`config.mk`:
```
export PLATFORM = sky130hd
export DESIGN_NAME = uart_rx
export DESIGN_NICKNAME = d
export VERILOG_FILES = /design/src/rtl/uart_rx_pkg.sv /design/src/rtl/uart_baud_tick.sv /design/src/rtl/uart_rx.sv
export SDC_FILE = /design/constraint.sdc
export NUM_CORES = 1
export LEC_CHECK = 0
export CORE_ASPECT_RATIO = 1.25
export CORE_MARGIN = 2
export CORE_UTILIZATION = 35
export CTS_CLUSTER_SIZE = 16
export DETAILED_ROUTE_END_ITERATION = 12
export SLEW_MARGIN = 10
export SYNTH_ARGS = -nofsm -noshare
export SYNTH_HDL_FRONTEND = slang
export SYNTH_SLANG_ARGS = --single-unit
```
`constraint.sdc`:
```
create_clock -name clk -period 1.8 [get_ports clk]
set_clock_uncertainty 0.05 [all_clocks]
set_input_delay 0.36 -clock clk [delete_from_list [all_inputs] [get_ports clk]]
set_output_delay 0.36 -clock clk [all_outputs]
set_load 0.03 [all_outputs]
```
`src/rtl/uart_rx_pkg.sv`:
```
// Shared definitions for the UART receiver: FSM encoding and prescaler derivation.
package uart_rx_pkg;

  localparam logic [1:0] IDLE  = 2'd0;
  localparam logic [1:0] START = 2'd1;
  localparam logic [1:0] DATA  = 2'd2;
  localparam logic [1:0] STOP  = 2'd3;

  localparam int OVERSAMPLE = 16;

  // Clocks per oversampling tick; integer truncation makes the receiver run slightly fast.
  function automatic int tick_div(input int clk_freq, input int baud_rate,
                                  input int oversample = OVERSAMPLE);
    return clk_freq / (baud_rate * oversample);
  endfunction

endpackage

```
`src/rtl/uart_baud_tick.sv`:
```
// Oversampling prescaler: one-clock tick every TICK_DIV clocks while enabled.
// The counter is held at zero when disabled so the tick phase restarts with each frame.
module uart_baud_tick #(
  parameter int TICK_DIV = 54
) (
  input  logic clk,
  input  logic rst_n,
  input  logic en,
  output logic tick
);

  localparam int CW = (TICK_DIV > 1) ? $clog2(TICK_DIV) : 1;
  localparam logic [CW-1:0] LAST = CW'(TICK_DIV - 1);

  logic [CW-1:0] cnt_q;
  logic [CW-1:0] cnt_d;

  // Next count: clear when disabled, wrap after LAST, tick on the wrap cycle.
  always_comb begin
    tick  = en && (cnt_q == LAST);
    cnt_d = cnt_q;
    if (!en) begin
      cnt_d = '0;
    end else if (cnt_q == LAST) begin
      cnt_d = '0;
    end else begin
      cnt_d = cnt_q + 1'b1;
    end
  end

  // Counter register.
  always_ff @(posedge clk or negedge rst_n) begin
    if (!rst_n) begin
      cnt_q <= '0;
    end else begin
      cnt_q <= cnt_d;
    end
  end

endmodule

```
`src/rtl/uart_rx.sv`:
```
// 8N1 UART receiver with internal 16x oversampling and one-cycle valid / frame-error strobes.
module uart_rx #(
  parameter int CLK_FREQ   = 100_000_000,
  parameter int BAUD_RATE  = 115200,
  parameter int OVERSAMPLE = 16
) (
  input  logic       clk,
  input  logic       rst_n,
  input  logic       rxd,
  output logic [7:0] data,
  output logic       data_valid,
  output logic       frame_err,
  output logic       busy
);

  import uart_rx_pkg::*;

  localparam int TICK_DIV = tick_div(CLK_FREQ, BAUD_RATE, OVERSAMPLE);

  logic       rxd_s1_q, rxd_s2_q, rxd_prev_q;
  logic [1:0] state_q, state_d;
  logic [3:0] os_cnt_q, os_cnt_d;
  logic [2:0] bit_cnt_q, bit_cnt_d;
  logic [7:0] shift_q, shift_d;
  logic [7:0] data_q, data_d;
  logic       dv_q, dv_d;
  logic       fe_q, fe_d;
  logic       tick;
  logic       fall;

  uart_baud_tick #(
    .TICK_DIV (TICK_DIV)
  ) u_tick (
    .clk   (clk),
    .rst_n (rst_n),
    .en    (state_q != IDLE),
    .tick  (tick)
  );

  // Two-flop synchronizer plus one history flop for edge detection; all idle high.
  always_ff @(posedge clk or negedge rst_n) begin
    if (!rst_n) begin
      rxd_s1_q   <= 1'b1;
      rxd_s2_q   <= 1'b1;
      rxd_prev_q <= 1'b1;
    end else begin
      rxd_s1_q   <= rxd;
      rxd_s2_q   <= rxd_s1_q;
      rxd_prev_q <= rxd_s2_q;
    end
  end

  assign fall = rxd_prev_q && !rxd_s2_q;

  // Frame FSM: start qualification at mid start bit, then one sample per bit period.
  always_comb begin
    state_d   = state_q;
    os_cnt_d  = os_cnt_q;
    bit_cnt_d = bit_cnt_q;
    shift_d   = shift_q;
    data_d    = data_q;
    dv_d      = 1'b0;
    fe_d      = 1'b0;
    case (state_q)
      IDLE: begin
        os_cnt_d  = 4'd0;
        bit_cnt_d = 3'd0;
        if (fall) begin
          state_d = START;
        end
      end
      START: begin
        if (tick) begin
          if (os_cnt_q == 4'd7) begin
            os_cnt_d = 4'd0;
            // A line already back high at mid start bit was a glitch.
            state_d  = rxd_s2_q ? IDLE : DATA;
          end else begin
            os_cnt_d = os_cnt_q + 4'd1;
          end
        end
      end
      DATA: begin
        if (tick) begin
          os_cnt_d = os_cnt_q + 4'd1;
          if (os_cnt_q == 4'd15) begin
            shift_d   = {rxd_s2_q, shift_q[7:1]};
            bit_cnt_d = bit_cnt_q + 3'd1;
            if (bit_cnt_q == 3'd7) begin
              state_d = STOP;
            end
          end
        end
      end
      STOP: begin
        if (tick) begin
          os_cnt_d = os_cnt_q + 4'd1;
          if (os_cnt_q == 4'd15) begin
            state_d = IDLE;
            if (rxd_s2_q) begin
              data_d = shift_q;
              dv_d   = 1'b1;
            end else begin
              fe_d   = 1'b1;
            end
          end
        end
      end
      default: state_d = IDLE;
    endcase
  end

  // FSM, datapath and output registers.
  always_ff @(posedge clk or negedge rst_n) begin
    if (!rst_n) begin
      state_q   <= IDLE;
      os_cnt_q  <= 4'd0;
      bit_cnt_q <= 3'd0;
      shift_q   <= 8'h00;
      data_q    <= 8'h00;
      dv_q      <= 1'b0;
      fe_q      <= 1'b0;
    end else begin
      state_q   <= state_d;
      os_cnt_q  <= os_cnt_d;
      bit_cnt_q <= bit_cnt_d;
      shift_q   <= shift_d;
      data_q    <= data_d;
      dv_q      <= dv_d;
      fe_q      <= fe_d;
    end
  end

  assign data       = data_q;
  assign data_valid = dv_q;
  assign frame_err  = fe_q;
  assign busy       = (state_q != IDLE);

endmodule

```
==> metrics.log <==
[metrics] Unique masters post-synth: 47
[metrics] top-area cell type share of the netlist area: 0.486
[metrics] post-route fraction of the period consumed by the critical path: 0.960
[metrics] required time at the endpoint of the critical path: 1.39 ns
[metrics] placed standard-cell area: 1960 µm²
[metrics] half-perimeter wire length of the detailed placement result: 2310 µm
[metrics] fraction of registers with async set or reset after synthesis: 1.00
[metrics] Inserted Clock Buffers: 5
[metrics] gr ovfl total: 0
[metrics] 1st-iter DRT viols: 52
[metrics] crit path max-delay cell type: sky130_fd_sc_hd__clkdlybuf4s50_1
[metrics] maximum clock rate: roughly 580 MHz
[metrics] Slew Limit Headroom: 0.742
[metrics] cell area after layout: 2080 µm²
[metrics] detailed-route DRC error count: 0
[metrics] num ports: 14
[metrics] count of max-cap constraint violations: 0
[metrics] count of buffers inserted at the top-level ports: 13
[metrics] category of cells accounting for the largest share of critical-path delay: buffers and inverters
[metrics] first drt pass iteration count: 4
[metrics] startpoint type of the worst setup path: register
[metrics] routed vias/inst: 5.21
[metrics] Largest stage delay, worst path: 0.67 ns
[metrics] maximum fanout count along the critical path: 2
[metrics] fraction of layout cells with a size suffix above 1: 0.248
[metrics] Antenna diodes: 0
[metrics] clock-pin slew on the worst setup and hold paths: 0.07 ns
[metrics] post-synthesis cell count: ~140
[metrics] antenna violations before repair: 0
[metrics] total wire length after detailed routing: 3140 µm
[metrics] Final setup viols: 0
[metrics] cell type with the highest aggregate area in the netlist: sky130_fd_sc_hd__dfrtp_1
[metrics] min setup slack post-route: 0.0713 ns
[metrics] number of hold violations in the final report: 0
[metrics] global-route wire length before repair: 5620 µm
[metrics] global-route usage over all layers: 0.136
[metrics] Setup Crit Path Kind: register to output port
[metrics] gp weighted congestion: about 0.86
[metrics] Post-synth EDFFs: 0
[metrics] Max Buffers Root-to-Sink: 2
[metrics] remaining antenna violation count after routing: 0
[metrics] Total Die Area: 5430 µm²
[metrics] result of the run: finished, final reports clean
[metrics] endpoint arrival time on the critical path: 1.32 ns
[metrics] worst slack, placed: 0.0393 ns
[metrics] total vias in the final route: 1152
[metrics] FF+latch count, synth: 36
[metrics] cell area after technology mapping: approximately 1700 µm²
[metrics] number of synthesis warnings: 0
[metrics] starting density of the core: 0.362
[metrics] Clock Latency Late Sink: 0.29 ns
[metrics] unrepaired setup endpoints after global routing: false
[metrics] pwr/cell area: 934 nW/µm²
[metrics] largest vdd supply drop: about 0.00062 V
[metrics] Main synth FF type: sky130_fd_sc_hd__dfrtp_1
[metrics] Leak: 0.00102 µW
[metrics] Mapped Avg Cell Area: 12.6 µm²
[metrics] vias in the first global route: 1225
[metrics] clock tree from TritonCTS: yes
[metrics] part of the Yosys area used for sequential elements: 0.533
[metrics] worst slew pin tran: slightly below 0.4 ns
[metrics] cell-by-cell listing of the critical path: clkdlybuf4s50_1
[metrics] WL per Instance: 14.2 µm
[metrics] largest net degree at the start of global routing: 37
[metrics] die extent in x: roughly 66 µm
[metrics] worst hold-check slack: 0.307 ns
[metrics] height of the die: 81.9 µm
[metrics] Max H-tree Level: 2
[metrics] final max-slew violation count: 0
[metrics] Net count, final: 168
[metrics] clk root buf: sky130_fd_sc_hd__clkbuf_8
[metrics] Sink Count: 36
[metrics] Setup crit end kind: output port
[metrics] combined buffer and inverter count along the critical path: 1
[metrics] class of the worst hold path: register to register
[metrics] Synthesized Nets: 143
[metrics] Area growth syn-to-layout: 22.3%
[metrics] Core Rows: 28
[metrics] final critical delay including setup and external delays: 1.73 ns
[metrics] core area: 4690 µm²
[metrics] TNS Setup: 0 ns
[metrics] leading post-synthesis cells by cell area: sky130_fd_sc_hd__dfrtp_1 49%, sky130_fd_sc_hd__mux2_4 7.1%, sky130_fd_sc_hd__dfstp_2 4.6%, sky130_fd_sc_hd__mux2_1 4.0%, sky130_fd_sc_hd__ha_1 3.7%
==> cell usage after synthesis, types with 3 or more instances <==
master,n
sky130_fd_sc_hd__a21oi_1,5
sky130_fd_sc_hd__dfrtp_1,33
sky130_fd_sc_hd__dfstp_2,3
sky130_fd_sc_hd__ha_1,5
sky130_fd_sc_hd__inv_1,5
sky130_fd_sc_hd__mux2_1,6
sky130_fd_sc_hd__mux2_4,8
sky130_fd_sc_hd__nand2_1,7
sky130_fd_sc_hd__nand3_1,5
sky130_fd_sc_hd__nor2_1,5
sky130_fd_sc_hd__o211ai_1,5
==> path summary, 6_finish.rpt <==
check	startpoint	to	slack (ns)	depth (start not counted)
max	data[1]$_DFFE_PN0P_	data[1]	0.07	1
min	rxd_s1_q$_DFF_PN1_	rxd_s2_q$_DFF_PN1_	0.31	0
max reg2reg	u_tick.cnt_q[1]$_DFF_PN0_	data[0]$_DFFE_PN0P_	0.13	5
min reg2reg	rxd_s1_q$_DFF_PN1_	rxd_s2_q$_DFF_PN1_	0.31	0
max in group asynchronous	rst_n	rxd_prev_q$_DFF_PN1_	1.07	2
min in group asynchronous	rst_n	frame_err$_DFF_PN0_	0.39	2
==> where the power goes <==
part	switching (µW)	total, µW	internal, µW
Clock	277	687	411
Sequential	65.5	938	872
Combinational	170	314	144
Total	513	1940	1430
==> cells in the final DEF, fill, tap and decap left out, types with 2 or more instances in the layout <==
| cell type | instances |
|---|---|
| sky130_fd_sc_hd__a21oi_1 | 4 |
| sky130_fd_sc_hd__and3_1 | 2 |
| sky130_fd_sc_hd__buf_4 | 9 |
| sky130_fd_sc_hd__clkbuf_8 | 5 |
| sky130_fd_sc_hd__clkdlybuf4s50_1 | 12 |
| sky130_fd_sc_hd__dfrtp_1 | 33 |
| sky130_fd_sc_hd__dfstp_2 | 3 |
| sky130_fd_sc_hd__ha_1 | 5 |
| sky130_fd_sc_hd__inv_1 | 5 |
| sky130_fd_sc_hd__mux2_1 | 6 |
| sky130_fd_sc_hd__mux2_2 | 2 |
| sky130_fd_sc_hd__mux2_4 | 8 |
| sky130_fd_sc_hd__nand2_1 | 7 |
| sky130_fd_sc_hd__nand3_1 | 5 |
| sky130_fd_sc_hd__nand4_1 | 2 |
| sky130_fd_sc_hd__nand4_4 | 2 |
| sky130_fd_sc_hd__nand4b_1 | 2 |
| sky130_fd_sc_hd__nor2_1 | 5 |
| sky130_fd_sc_hd__nor2b_1 | 2 |
| sky130_fd_sc_hd__nor3_1 | 2 |
| sky130_fd_sc_hd__o211ai_1 | 5 |
| sky130_fd_sc_hd__o21ai_0 | 2 |
| sky130_fd_sc_hd__o31ai_1 | 2 |
| sky130_fd_sc_hd__or4_1 | 2 |
| sky130_fd_sc_hd__xor2_1 | 2 |
==> cells by family after synthesis <==
group | Yosys count | synth area share
flip-flops | 36 | 0.533
buffers and inverters | 10 | 0.0295
adder cells (fa/ha/maj) | 5 | 0.0368
AO/OA/AOI/OAI | 23 | 0.0921
AND/OR/NAND/NOR | 42 | 0.169
multiplexers | 16 | 0.124
XOR/XNOR | 3 | 0.0155
==> area by class of cell <==
| type | instances | area [µm²] |
|---|---|---|
| Clock inverter | 2 | 35.0 |
| Tap cell | 60 | 75.1 |
| Timing Repair Buffer | 23 | 213 |
| Inverter | 5 | 18.8 |
| Multi-Input combinational cell | 89 | 758 |
| Clock buffer | 6 | 72.6 |
| Fill cell | 455 | 2620 |
| Sequential cell | 36 | 905 |
==> state kept, by name, indices dropped and copies added, names as in the netlist, named ones only <==
signal	count
data_valid	1
data	8
u_tick.cnt_q	6
shift_q	8
rxd_s2_q	1
state_q	1
bit_cnt_q	3
rxd_prev_q	1
rxd_s1_q	1
frame_err	1
os_cnt_q	4
==> metal layers <==
layer	vias up	wire, µm	track usage
met2	24	1700	0.250
met4	0	46	0.0531
met1	577	1260	0.145
li1	545	-	-
met3	6	126	0.0411
met5	-	0	0
==> stage by stage <==
| step | instances | power, µW | utilization |
|---|---|---|---|
| final | 221 | 1940 | 0.442 |
| after global routing | 221 | 2040 | 0.442 |
| after CTS | 221 | 1950 | 0.440 |
| after detailed placement | 213 | 1260 | 0.417 |
| after global placement | 213 | 1230 | 0.417 |
| after floorplan | 135 | 1120 | - |
==> repair_timing <==
item                       CTS  global route
resized for setup            1             6
pin swaps                    0             1
setup endpoints to repair    1            16
hold buffers                 0             0
setup buffers                0             0
Power figures use the tool's default switching activity.
